<file path="src/rtl/stage_sequencer.sv">
// -----------------------------------------------------------------------------
// stage_sequencer
// Multi-cycle stage controller for the non-pipelined core. Each instruction
// walks through IF, IF_WAIT, ID, EX, MEM, MEM_WAIT and WB. The controller
// drives the per-stage write enables and the stage-register clear.
// Features: minimum memory wait cycles, ready-gated waits, a global stall,
// halt/resume, and a retired-instruction counter.
//
// Parameters:
//   IF_WAIT   minimum cycles spent in IF_WAIT (>= 1)
//   MEM_WAIT  minimum cycles spent in MEM_WAIT (>= 1)
//   WCNT_W    wait counter width (2**WCNT_W > max(IF_WAIT, MEM_WAIT))
//   RET_W     retired-instruction counter width
//
// Ports:
//   clk, reset_n     clock, synchronous active-low reset
//   imem_ready       instruction memory data valid
//   dmem_ready       data memory access complete
//   stall            freeze sequencer, all write enables forced low
//   halt_req         sampled in WB, enter HALT instead of IF
//   resume           leave HALT
//   pc_wren .. reg_wren  per-stage write enables / strobes
//   stage_reset_n    active-low clear of stage registers
//   stage            current state encoding
//   halted           high while in HALT
//   retire           one-cycle pulse per completed instruction
//   retired_count    completed instruction count (wraps)
// -----------------------------------------------------------------------------
module stage_sequencer #(
  parameter int IF_WAIT  = 1,
  parameter int MEM_WAIT = 1,
  parameter int WCNT_W   = 4,
  parameter int RET_W    = 32
) (
  input  logic             clk,
  input  logic             reset_n,
  input  logic             imem_ready,
  input  logic             dmem_ready,
  input  logic             stall,
  input  logic             halt_req,
  input  logic             resume,
  output logic             pc_wren,
  output logic             if_id_wren,
  output logic             id_ex_wren,
  output logic             ex_mem_wren,
  output logic             mem_wb_wren,
  output logic             ram_wren,
  output logic             reg_wren,
  output logic             stage_reset_n,
  output logic [3:0]       stage,
  output logic             halted,
  output logic             retire,
  output logic [RET_W-1:0] retired_count
);

  typedef enum logic [3:0] {
    S_INIT     = 4'd0,
    S_IF       = 4'd1,
    S_IF_WAIT  = 4'd2,
    S_ID       = 4'd3,
    S_EX       = 4'd4,
    S_MEM      = 4'd5,
    S_MEM_WAIT = 4'd6,
    S_WB       = 4'd7,
    S_HALT     = 4'd8
  } state_t;

  // Last counter value that still counts as a wait cycle.
  // Reaching it allows the exit once the memory reports ready.
  localparam logic [WCNT_W-1:0] IF_LAST  = WCNT_W'(IF_WAIT - 1);
  localparam logic [WCNT_W-1:0] MEM_LAST = WCNT_W'(MEM_WAIT - 1);

  state_t            state;
  logic [WCNT_W-1:0] wcnt;
  logic [WCNT_W-1:0] wcnt_sat;
  logic              hold;
  logic              if_exit;
  logic              mem_exit;

  // Stall is ignored in INIT so that reset release always reaches IF.
  assign hold     = stall && (state != S_INIT);
  assign if_exit  = (state == S_IF_WAIT)  && (wcnt >= IF_LAST)  && imem_ready;
  assign mem_exit = (state == S_MEM_WAIT) && (wcnt >= MEM_LAST) && dmem_ready;

  // Saturating increment.
  // A long ready wait parks at all-ones instead of wrapping below the minimum.
  assign wcnt_sat = (&wcnt) ? wcnt : wcnt + WCNT_W'(1);

  assign stage = state;

  // State, wait counter and retired counter.
  // wcnt defaults to zero so that every state change clears it.
  // Only a wait state that stays put advances the counter.
  always_ff @(posedge clk) begin
    if (!reset_n) begin
      state         <= S_INIT;
      wcnt          <= '0;
      retired_count <= '0;
    end else if (!hold) begin
      wcnt <= '0;
      if (state == S_WB) begin
        retired_count <= retired_count + RET_W'(1);
      end
      case (state)
        S_INIT:    state <= S_IF;
        S_IF:      state <= S_IF_WAIT;
        S_IF_WAIT: begin
          if (if_exit) begin
            state <= S_ID;
          end else begin
            wcnt <= wcnt_sat;
          end
        end
        S_ID:      state <= S_EX;
        S_EX:      state <= S_MEM;
        S_MEM:     state <= S_MEM_WAIT;
        S_MEM_WAIT: begin
          if (mem_exit) begin
            state <= S_WB;
          end else begin
            wcnt <= wcnt_sat;
          end
        end
        S_WB:      state <= halt_req ? S_HALT : S_IF;
        S_HALT: begin
          if (resume) begin
            state <= S_IF;
          end
        end
        default:   state <= S_INIT;
      endcase
    end
  end

  // Moore decode of the current state.
  // The wait states raise their load enable only in the exit cycle.
  // A stall suppresses every enable and the retire pulse.
  // A stall leaves stage_reset_n and halted untouched.
  always_comb begin
    pc_wren       = 1'b0;
    if_id_wren    = 1'b0;
    id_ex_wren    = 1'b0;
    ex_mem_wren   = 1'b0;
    mem_wb_wren   = 1'b0;
    ram_wren      = 1'b0;
    reg_wren      = 1'b0;
    retire        = 1'b0;
    halted        = 1'b0;
    stage_reset_n = 1'b0;
    case (state)
      S_IF:       stage_reset_n = 1'b1;
      S_IF_WAIT: begin
        stage_reset_n = 1'b1;
        if_id_wren    = if_exit;
      end
      S_ID: begin
        stage_reset_n = 1'b1;
        id_ex_wren    = 1'b1;
      end
      S_EX: begin
        stage_reset_n = 1'b1;
        ex_mem_wren   = 1'b1;
      end
      S_MEM: begin
        stage_reset_n = 1'b1;
        pc_wren       = 1'b1;
        ram_wren      = 1'b1;
      end
      S_MEM_WAIT: begin
        stage_reset_n = 1'b1;
        mem_wb_wren   = mem_exit;
      end
      S_WB: begin
        reg_wren = 1'b1;
        retire   = 1'b1;
      end
      S_HALT:     halted = 1'b1;
      default:    ;
    endcase
    if (hold) begin
      pc_wren     = 1'b0;
      if_id_wren  = 1'b0;
      id_ex_wren  = 1'b0;
      ex_mem_wren = 1'b0;
      mem_wb_wren = 1'b0;
      ram_wren    = 1'b0;
      reg_wren    = 1'b0;
      retire      = 1'b0;
    end
  end

endmodule

</file>
<file path="config.mk">
export PLATFORM = sky130hd
export DESIGN_NAME = stage_sequencer
export DESIGN_NICKNAME = d
export VERILOG_FILES = /design/src/rtl/stage_sequencer.sv
export SDC_FILE = /design/constraint.sdc
export NUM_CORES = 1
export LEC_CHECK = 0
export CAP_MARGIN = 25
export CORE_ASPECT_RATIO = 1.25
export CORE_MARGIN = 3
export CORE_UTILIZATION = 40
export CTS_BUF_LIST = sky130_fd_sc_hd__clkbuf_4
export DETAILED_ROUTE_END_ITERATION = 10
export PLACE_DENSITY_LB_ADDON = 0.12
export SLEW_MARGIN = 5
export SYNTH_ARGS = -nofsm -noshare
export SYNTH_HDL_FRONTEND = slang
export SYNTH_SLANG_ARGS = --single-unit
</file>
<file path="constraint.sdc">
create_clock -name clk -period 5.17 [get_ports clk]
set_input_delay 1.551 -clock clk [delete_from_list [all_inputs] [get_ports clk]]
set_output_delay 1.551 -clock clk [all_outputs]
set_load 0.02 [all_outputs]
</file>
; ---- After elaboration in Yosys (flattened, before gate mapping)
; Cells that the tools add are included.
[classes]
addsub = 2
n_lt_le_gt_ge = 1
n_eq_ne = 11
muxes = 23
bitwise_logic = 1
n_reduce_logical = 11
[ops]
columns = operator, n
row1 = one-hot mux 4 bit (9 select lines), 1
row2 = adder 32 x 1 -> 32 bit (second input constant), 1
row3 = two-way mux 4 bit, 7
row4 = == test 4 x 3 -> 1 bit (second input constant), 4
row5 = two-way mux 1 bit, 14
row6 = == test 4 x 2 -> 1 bit (second input constant), 2
row7 = one-hot mux 4 bit (2 select lines), 1
row8 = AND reduction 4 bit, 2
row9 = inequality test 2 bit (second input constant), 3
row10 = OR reduction 6 bit, 1
row11 = logical AND 1 bit, 5
row12 = adder 4 x 1 -> 4 bit (second input constant), 1
row13 = == test 4 x 1 -> 1 bit (second input constant), 1
row14 = == test 4 bit (second input constant), 1
row15 = >= comparator 4 x 1 -> 1 bit (second input constant), 1
row16 = logical NOT 4 bit, 1
row17 = nonzero test 4 bit, 1
row18 = AND reduction 2 bit, 1
row19 = NOT 1 bit, 1
[word_totals]
ff_bits = 40
input_bits = 7
output_inout_bits = 46
wordCells = 52

; ---- Depth between registers and ports, before layout
; Gate-level depths: netlist of run 1.
[logic_depth]
depth_word = 5
depth_mapped = 7
mapped_depth_nobuf = 5

; ---- Least setup slack after synthesis of run 1
; OpenSTA, ideal clock, no wires.
[synth_path]
path_type = input port to output port
startpoint = in stall
endpoint = out ram_wren
arrival_time_ns = 2.707
path_slack_ns = 0.912
cell_stages = 5
n_path_buf = 2
cell_sequence = clkbuf_1 > nor2_1 > nand2_1 > nor3_1 > buf_4
[synth_between]
elab_chain_cells = 2
[synth_lines]
columns = item, line
row1 = from (decl), 39  ; input logic stall,
row2 = logical AND 1 bit, 81  ; assign hold = stall && (state != S_INIT);
row3 = two-way mux 1 bit, --
row4 = to (decl), 47  ; output logic ram_wren,
; No other way between the ends.

; ---- Worst setup path after layout of run 1
[layout_path]
startpoint = in stall
endpoint = out retire
[layout_between]
elab_chain_cells = 2
[layout_lines]
columns = item, line
row1 = logical AND 1 bit, 81
row2 = two-way mux 1 bit, 180  ; if (hold) begin
row3 = to (decl), 52  ; output logic retire,
; No other way between the ends.

==> results of run 1 <==
-- flip-flops by register name, summed over array words and instances (netlist names) --
register	cells
stage	4
retired_count	32
-- area by class of cell --
cell class / instances / area (um2)
multi-input combinational: 176 / 1107
timing repair buffer: 54 / 555.5
tap: 58 / 72.57
inverter: 7 / 26.28
clock buffer: 5 / 37.54
sequential: 36 / 720.7
clock inverter: 3 / 13.76
fill: 444 / 2027
-- worst min-delay path, stage by stage, from the launching register on --
cell and delay, ns:
dfxtp_1 0.34, nand2_1 0.05, mux2i_1 0.05
-- cells in the mapped netlist (all sizes together), types with 2 or more instances --
master	instances	area, um2
nand3	11	55.05
o21ai	4	20.02
a21oi	23	115.1
inv	7	26.28
and2	2	12.51
nor2	15	56.30
o31ai	16	120.1
a2bb2oi	2	17.52
nand2	20	75.07
and4	7	61.31
nor3	7	35.03
nor4	5	31.28
and3	5	31.28
o21a	2	15.01
nand4	10	62.56
mux2i	7	70.07
or4	16	120.1
nand2b	3	18.77
xnor2	4	35.03
buf	5	35.02
xor2	4	35.03
clkbuf	15	56.30
dfxtp	36	720.7
or3	5	36.28
-- kinds of logic after synthesis --
group / count (synthesis) / share of synthesized area, %
AO/OA/AOI/OAI: 49 / 15.56
XOR/XNOR: 8 / 3.601
adder cells (fa/ha/maj): 1 / 0.6430
buffers and inverters: 27 / 6.044
flip-flops: 36 / 37.04
multiplexers: 7 / 3.601
AND/OR/NAND/NOR: 111 / 33.50
-- layer usage --
metal  wire length (um)  vias to the layer above  global-route usage [%]
li1                   -                      978                       -
met1               2200                      916                   22.85
met2               2338                       41                   28.67
met3                180                        7                   4.447
met4                 68                        0                   5.425
met5                  0                        -                       0
-- stage by stage --
stage	hold WS, ns	worst slack (ns)	total power, mW	std cells
6_report	0.4818	0.4970	0.5054	339
4_1_cts	0.4848	0.4920	0.5096	338
3_3_place_gp	0.4616	0.5195	0.3629	330
2_1_floorplan	0.5405	0.9119	0.3374	239
5_1_grt	0.5265	0.3821	0.5300	339
3_5_place_dp	0.4690	0.4978	0.3630	330
-- power groups by stage --
stage,registers (mW),logic [mW],clock network [mW]
final,0.294,0.0647,0.147
after global routing,0.295,0.0716,0.163
after CTS,0.294,0.0629,0.153
after detailed placement,0.300,0.0627,0
after global placement,0.300,0.0627,0
after floorplan,0.296,0.0414,0
-- final timing paths --
check                     from                end  cells after the start
min          retired_count[31]  retired_count[31]                      2
max                      stall             retire                      4
min reg2reg  retired_count[31]  retired_count[31]                      2
max reg2reg           stage[0]  retired_count[21]                      4
==> metrics.md, run 1 <==
| Metric | Value |
|---|---|
| Status | `finished clean` |
| Finished Cell Area | `2534 um2` |
| Setup Skew | `0.01476 ns` |
| Drt total wl | `~4800 um` |
| Via density | `approximately 5.7` |
| Rows | `27` |
| Critical path's top delay family | `buffers and inverters` |
| Clk buf depth | `2` |
| Top_reg_cell synth | `dfxtp_1` |
| Cell mode on critical path | `clkdlybuf4s50_1` |
| YS warnings | `0` |
| Starting Density | `42.66%` |
| Share of cells above drive strength 1 | `4.270%` |
| Power share of the combinational group | `12.8%` |
| Reg2reg setup slack | `2.77 ns` |
| Internal cell power | `between 300 and 400 uW` |
| Area Growth Syn to Fin | `30.23%` |
| Core Box Area | `roughly 4600 um2` |
| Worst-margin pin slew | `0.8186 ns` |
| CTS Buf Count | `5` |
| Yosys cell types | `36` |
| Antenna Cells | `0` |
| Commonest non-fill, non-tap cells in the layout | `clkdlybuf4s50_1, dfxtp_1, a21oi_1` |
| CP max stage cell | `clkdlybuf4s50_1` |
| WP data required | `3.62 ns` |
| Crit path time final | `about 4.7 ns` |
| Initial antenna violation count | `0` |
| Hpwl dp | `approximately 3300 um` |
| Relative slew slack | `a little under half` |
| Max-cap violations | `0` |
| Sw Ratio | `28.33%` |
| Cell Area, Synth | `roughly 1900 um2` |
| Detailed-router iteration count before antenna repair | `4` |
| Critical Path Start Type | `input pin` |
| Die width | `68.38 um` |
| Sum of negative setup slack | `0 ns` |
| CTS tree | `built` |
| I/O pin total | `53` |
| F_max | `214.0 MHz` |
| EDFF count, synth | `0` |
| Nets | `between 200 and 300` |
| Worst Path Buf+Inv | `3` |
| Drt drc | `0` |
| Clock power share | `29.0%` |
| Vias | `1942` |
| Sequential area share after synthesis | `between 30% and 40%` |
| Full die area | `5742 um2` |
| Leak pwr | `0.8347 nW` |
| P_sw | `143.2 uW` |
| Endpoints failing setup | `0` |
| Synthesized net count | `247` |
| Height of the chip | `83.98 um` |
| Final period util | `90.39%` |
| Ys async rst share | `0%` |
| Worst path arrival time | `3.12 ns` |
| Overflow after GRT | `0` |
| Fin. Hold Viols | `0` |
| Post-CTS Resized | `0` |
| CP Cell Sequence | `clkdlybuf4s50_1, buf_4, nor2_1, clkdlybuf4s50_1` |
| CP endpoint kind | `output pin` |
| Clk slew on worst S/H paths | `about 0.1 ns` |
| Worst-Skew Late Latency | `0.35 ns` |
| Seq cells post-synth | `36` |
| Most common cell after layout, fill and taps aside | `clkdlybuf4s50_1` |
| Wire length per cell | `14.12 um` |
| Area post-placement | `2455 um2` |
| Syn avg cell area | `8.141 um2` |
| First-pass GRT wire length | `8155 um` |
| Reg power frac | `58.1%` |
| Hold_buf cts | `0` |
| Final antenna-violating net count | `0` |
| CTS root buf | `clkbuf_4` |
| CP Max Fanout | `11` |
| Placer congestion estimate | `0.7316` |
| Slew Viols, Final | `0` |
| PwrDens | `199.5 nW/um2` |
| Port-buffer cells | `52` |
| CP peak stage delay | `0.66 ns` |
| H-Tree Depth | `2` |
| Max VDD drop | `0.00008599 V` |
| Post-CTS setup buffers | `0` |
| Syn Inst Count | `239` |
| Initial drt markers | `83` |
| Vias in the first global route | `1772` |
| Total GRT Usage | `17.84%` |
| Layout Utilization | `55.56%` |
| Worst Path Class, Setup | `input pin to output pin` |
| HP Class | `flip-flop to flip-flop` |
| Maximum number of pins on one net before global-route repair | `32` |
| Clock sinks | `36` |
| Unrepaired setup endpoints after global routing | `no` |
No activity file was read; power rests on OpenSTA's default activity.
==> run 2, diff against run 1 <==
--- a/config.mk
+++ b/config.mk
@@ -5,7 +5,8 @@
 export SDC_FILE = /design/constraint.sdc
 export NUM_CORES = 1
 export LEC_CHECK = 0
-export CAP_MARGIN = 25
+export ABC_AREA = 1
+export CAP_MARGIN = 20
 export CORE_ASPECT_RATIO = 1.25
 export CORE_MARGIN = 3
 export CORE_UTILIZATION = 40
==> run 2 against run 1 <==
  * Clock power about the same
  * Sequential cell count unchanged
  * Power rose by 29%
  * Global-route usage increased by 0.23 points
  * Synthesized cell count rose by 44%
  * Clock skew down 0.0036 ns
  * Design area increased by 9.9%
  * Sequential share of layout area decreased by 2.6 points
  * Worst hold slack better by 0.033 ns
  * Wire length is 13% higher
  * Cell count grew 36%
  * Combinational power rose to 3.0 times the previous value
  * Critical endpoint is now mem_wb_wren
  * Largest cell class unchanged
  * Largest power group unchanged
==> metrics.md, run 2 <==
| Metric | Value |
|---|---|
| Status | `finished clean` |
| CTS tree | `built` |
| F_max | `218.1 MHz` |
| Most numerous cell in the Yosys netlist | `nand2_1` |
| Cell taking the most area after synthesis | `dfxtp_1` |
| Crit path from | `stall` |
| Final antenna-violating net count | `0` |
| EDFF count, synth | `0` |
| Synthesized net count | `roughly 350` |
| H-Tree Depth | `2` |
| Seq cells post-synth | `36` |
| Starting Density | `between 40% and 50%` |
| Leak pwr | `between 1 and 1.5 nW` |
| I/O pin total | `53` |
| Syn Inst Count | `~340` |
| Total GRT Usage | `18.07%` |
| Relative slew slack | `54.74%` |
| Most common cell after layout, fill and taps aside | `nand2_1` |
| Initial drt markers | `between 50 and 60` |
| Hold Startpoint | `retired_count[4]` |
| Full die area | `6339 um2` |
| Drt drc | `0` |
| Max reg flops | `32` |
| Hpwl dp | `4142 um` |
| Placer congestion estimate | `between 0.8 and 0.9` |
| Worst-margin pin slew | `0.6781 ns` |
| Vias | `approximately 2300` |
| Maximum number of pins on one net before global-route repair | `21` |
| CTS root buf | `clkbuf_4` |
| Post-synthesis xor/xnor area fraction | `just over 2%` |
| Height of the chip | `88.27 um` |
| Top_reg_cell synth | `dfxtp_1` |
| Post-CTS setup buffers | `0` |
| Via density | `around 4.9` |
| Initial antenna violation count | `0` |
| CTS Buf Count | `5` |
| CP peak stage delay | `0.65 ns` |
| WP data required | `between 3 and 4 ns` |
| Critical Path Start Type | `input pin` |
| Ys async rst share | `0%` |
| Clock sinks | `36` |
| Cell mode on critical path | `clkdlybuf4s50_1` |
| Ranking of synthesized cells by area | `dfxtp_1, nand2_1, nor2_1` |
| FILL cells | `564` |
| CP Max Fanout | `4` |
| Top reg by flops | `retired_count` |
| Multiplexer share of the synthesized area | `0%` |
| Port-buffer cells | `between 50 and 60` |
| Slew Viols, Final | `0` |
| Nets | `405` |
| Vias in the first global route | `2114` |
| Reg2reg start | `stage[1]` |
| Synth Area in Compound Gates | `roughly 7.6%` |
| CP Cell Sequence | `clkdlybuf4s50_1, o21ai_2, inv_1, nor4_1, clkdlybuf4s50_1` |
| Unrepaired setup endpoints after global routing | `no` |
| Clk slew on worst S/H paths | `roughly 0.12 ns` |
| Final period util | `roughly nine tenths` |
| WHS | `just over 0.5 ns` |
| First-pass GRT wire length | `9225 um` |
| PwrDens | `233.2 nW/um2` |
| Cell Area, Synth | `2166 um2` |
| Layout Utilization | `a little over half` |
| Detailed-router iteration count before antenna repair | `4` |
| Core Box Area | `about 5000 um2` |
| Crit path time final | `4.586 ns` |
| List of most frequent post-synthesis cells | `nand2_1, nor2_1, inv_1` |
| Area Growth Syn to Fin | `28.60%` |
| HP Class | `flip-flop to flip-flop` |
| Endpoints failing setup | `0` |
| Antenna Cells | `0` |
| Setup Skew | `0.01118 ns` |
| Post-synthesis simple-gate area fraction | `45.00%` |
| Rows | `29` |
| Syn avg cell area | `approximately 6.3 um2` |
| Max-cap violations | `0` |
| Wire length per cell | `11.76 um` |
| Worst path arrival time | `3.04 ns` |
| Die width | `71.82 um` |
| Area share of the largest cell type after synthesis | `33.28%` |
| Adder and majority cell fraction of the synthesized area | `0.5777%` |
| Yosys cell types | `34` |
| Sum of negative setup slack | `0 ns` |
| CP endpoint kind | `output pin` |
| Overflow after GRT | `0` |
| Worst Path Class, Setup | `input pin to output pin` |
| YS warnings | `0` |
| Sequential area share after synthesis | `around a third` |
| Hold_buf cts | `0` |
| Max VDD drop | `0.00009895 V` |
| Largest family of logic cells by synthesized area | `simple AND/OR/NAND/NOR gates` |
| Share of cells above drive strength 1 | `7.286%` |
| Post-CTS Resized | `0` |
| Fin. Hold Viols | `0` |
| Worst-Skew Late Latency | `0.35 ns` |
| Clk buf depth | `2` |
| Drt total wl | `5411 um` |
| CP max stage cell | `clkdlybuf4s50_1` |
| Commonest non-fill, non-tap cells in the layout | `nand2_1, nor2_1, clkdlybuf4s50_1` |
run 2: cell count changes in the layout (fill, tap and decap cells not counted), sizes merged, moves of 4 or more:
cell   delta
a21oi     -6
o21ai     +4
mux2i     -7
or3       -5
or4      -16
o31ai    -16
and4      -7
nand3    +15
nand2    +66
nor3      +4
nor2     +57
inv      +44
run 2: worst paths after layout:
| check | slack (ns) | cells past startpoint | end |
|---|---|---|---|
| max | 0.58 | 5 | mem_wb_wren |
| min | 0.51 | 1 | retired_count[4] |
| max reg2reg | 3.27 | 10 | retired_count[25] |
| min reg2reg | 0.51 | 1 | retired_count[4] |
run 2: per-stage QoR:
stage / power [mW] / instances / worst slack (ns) / instance area [um2]
floorplan: 0.4383 / 343 / 1.316 / 2166
global placement: 0.5084 / 452 / 0.5995 / 2729
detailed placement: 0.5079 / 452 / 0.5796 / 2729
CTS: 0.6609 / 460 / 0.5798 / 2785
global route: 0.6955 / 460 / 0.4578 / 2785
finish: 0.6496 / 460 / 0.5839 / 2785
run 2: cells by family (layout without fill, tap and decap cells):
group / after synthesis / after routing
simple gates: 212 / 212
buf+inv: 59 / 114
flops: 36 / 36
compound gates: 30 / 30
xor+xnor: 5 / 5
fa+ha+maj: 1 / 1
run 2: layer usage:
layer	part of all wire (%)	wire, um	vias to the layer above	global-route usage [%]
met2	47	2521	64	31.52
met5	0	0	-	0
met4	2.4	130	0	6.325
met1	46	2477	1007	21.93
li1	-	-	1189	-
met3	5.2	282	13	3.864
run 2: worst max-delay path: cells and delay by family:
kind                   cells  cell delay (ns)
and+or+nand+nor            1             0.17
buffers and inverters      3             1.20
AOI/OAI and AO/OA          1             0.11
run 2: final cells by class:
class,instances,area [um2],area share (%)
Timing Repair Buffer,55,543.0,19.50
Inverter,51,191.4,6.873
Sequential cell,36,720.7,25.88
Clock buffer,5,37.54,1.348
Multi-Input combinational cell,248,1196,42.95
Clock inverter,3,18.77,0.6739
Tap cell,62,77.57,2.785
run 2: where the power goes:
part	leakage [nW]	switching (mW)	internal, mW
logic	0.793	0.115	0.0790
clock network	0.0349	0.0977	0.0522
registers	0.291	0.0178	0.288
==> run 3, diff against run 2 <==
--- a/config.mk
+++ b/config.mk
@@ -9,11 +9,11 @@
 export CAP_MARGIN = 20
 export CORE_ASPECT_RATIO = 1.25
 export CORE_MARGIN = 3
-export CORE_UTILIZATION = 40
+export CORE_UTILIZATION = 25
 export CTS_BUF_LIST = sky130_fd_sc_hd__clkbuf_4
 export DETAILED_ROUTE_END_ITERATION = 10
 export PLACE_DENSITY_LB_ADDON = 0.12
-export SLEW_MARGIN = 5
+export SLEW_MARGIN = 20
 export SYNTH_ARGS = -nofsm -noshare
 export SYNTH_HDL_FRONTEND = slang
 export SYNTH_SLANG_ARGS = --single-unit
==> run 3 against run 2 <==
  * Clock-buffer cell count increased by 1
  * Clock skew about the same
  * Combinational power about the same
  * Highest routed layer unchanged
  * Critical endpoint is now if_id_wren
  * Sequential share of layout area decreased by 0.61 points
  * First-iteration DRC count increased by 120%
  * Worst setup slack improved by 0.012 ns
  * Design area increased by 2.4%
  * Critical path type unchanged
==> metrics.md, run 3 (synthesis results as in run 2) <==
| Metric | Value |
|---|---|
| Overflow after GRT | `0` |
| Placer congestion estimate | `0.8262` |
| Vias in the first global route | `2114` |
| PwrDens | `248.9 nW/um2` |
| WP data required | `3.62 ns` |
| WHS | `0.5194 ns` |
| Post-CTS Resized | `0` |
| Starting Density | `25.99%` |
| Leak pwr | `1.129 nW` |
| Seq. cell area | `720.7 um2` |
| Most common cell after layout, fill and taps aside | `nand2_1` |
| Antenna Cells | `0` |
| Setup Skew | `0.01165 ns` |
| Total GRT Usage | `13.23%` |
| Via density | `roughly 4.5` |
| Port-buffer cells | `52` |
| Relative slew slack | `54.26%` |
| Rows | `37` |
| CTS root buf | `clkbuf_4` |
| FILL cells | `948` |
| CP Max Fanout | `4` |
| Sum of negative setup slack | `0 ns` |
| Clk slew on worst S/H paths | `0.11 ns` |
| Post-CTS setup buffers | `0` |
| CTS tree | `built` |
| Worst-Skew Late Latency | `0.34 ns` |
| Worst Path Class, Setup | `input pin to output pin` |
| Vias | `between 2000 and 2500` |
| Worst Slack Setup Final | `0.5959 ns` |
| Status | `finished clean` |
| I/O pin total | `53` |
| Top reg by flops | `retired_count` |
| F_max | `~220 MHz` |
| Max reg flops | `32` |
| Nets | `405` |
| Initial antenna violation count | `0` |
| Place WS | `0.5864 ns` |
| Height of the chip | `110.1 um` |
| CP endpoint kind | `output pin` |
| Fin. Hold Viols | `0` |
| Critical Path Start Type | `input pin` |
| Max-cap violations | `0` |
| Hold_buf cts | `0` |
| Worst-margin pin slew | `0.6854 ns` |
| Worst path arrival time | `3.02 ns` |
| Endpoints failing setup | `0` |
| H-Tree Depth | `2` |
| Drt total wl | `6058 um` |
| CTS Buf Count | `5` |
| Die width | `89.25 um` |
| HP Class | `flip-flop to flip-flop` |
| Pwr Total | `a little over 700 uW` |
| Detailed-router iteration count before antenna repair | `4` |
| Slew Viols, Final | `0` |
| Hpwl dp | `4650 um` |
| Crit path time final | `4.574 ns` |
| First-pass GRT wire length | `about 10000 um` |
| Core Box Area | `8333 um2` |
| Clk buf depth | `2` |
| Share of cells above drive strength 1 | `7.286%` |
| Area Growth Syn to Fin | `31.72%` |
| Wire length per cell | `12.24 um` |
| Drt drc | `0` |
| Unrepaired setup endpoints after global routing | `no` |
| Final antenna-violating net count | `0` |
| Final period util | `88.47%` |
| Commonest non-fill, non-tap cells in the layout | `nand2_1, nor2_1, clkdlybuf4s50_1` |
| Clock sinks | `36` |
| Multi-input logic area | `1196 um2` |
| Full die area | `9823 um2` |
| Max VDD drop | `0.00008803 V` |
| Maximum number of pins on one net before global-route repair | `21` |
| Initial drt markers | `124` |
run 3: changes by cell type in the layout (fill, tap and decap cells not counted), sizes merged:
| cell | before | now |
|---|---|---|
| clkbuf | 5 | 6 |
| clkinv | 3 | 1 |
| bufinv | 0 | 1 |
run 3: worst max-delay path, cell delays in order:
cell and delay, ns:
clkdlybuf4s50_1 0.48, o21ai_2 0.11, inv_1 0.07, nor4_1 0.16
clkdlybuf4s50_1 0.64
run 3: path summary, 6_finish.rpt:
path                    startpoint           endpoint  slack [ns]  depth (start not counted)
setup / recovery             stall         if_id_wren        0.60                          5
hold reg to reg   retired_count[1]   retired_count[1]        0.52                          2
setup reg to reg          stage[1]  retired_count[25]        3.25                         10
hold / removal    retired_count[1]   retired_count[1]        0.52                          2
run 3: layout make-up:
cell class / instances / share of cell area [%]
timing repair buffer: 55 / 19.04
inverter: 51 / 6.711
clock buffer: 6 / 1.579
tap: 97 / 4.254
clock inverter: 2 / 1.228
sequential: 36 / 25.26
multi-input combinational: 248 / 41.93
run 3: routing by layer:
layer	vias to the layer above	share of wire (%)	GRT usage (%)
li1	1190	-	-
met1	998	46	16.58
met2	44	48	22.50
met3	8	4.3	2.677
met4	0	1.7	4.255
met5	-	0	0
run 3: stage by stage:
step	util [%]	cells	area (um2)
5_1_grt	34.23	495	2853
4_1_cts	34.23	495	2853
2_1_floorplan	-	343	2166
3_5_place_dp	33.27	487	2773
6_report	34.23	495	2853
3_3_place_gp	33.27	487	2773
run 3: report_power, final:
group	leakage [nW]	internal, mW	switching, mW	total [mW]
logic	0.793	0.0790	0.118	0.197
registers	0.291	0.288	0.0183	0.307
clock network	0.0456	0.107	0.100	0.207
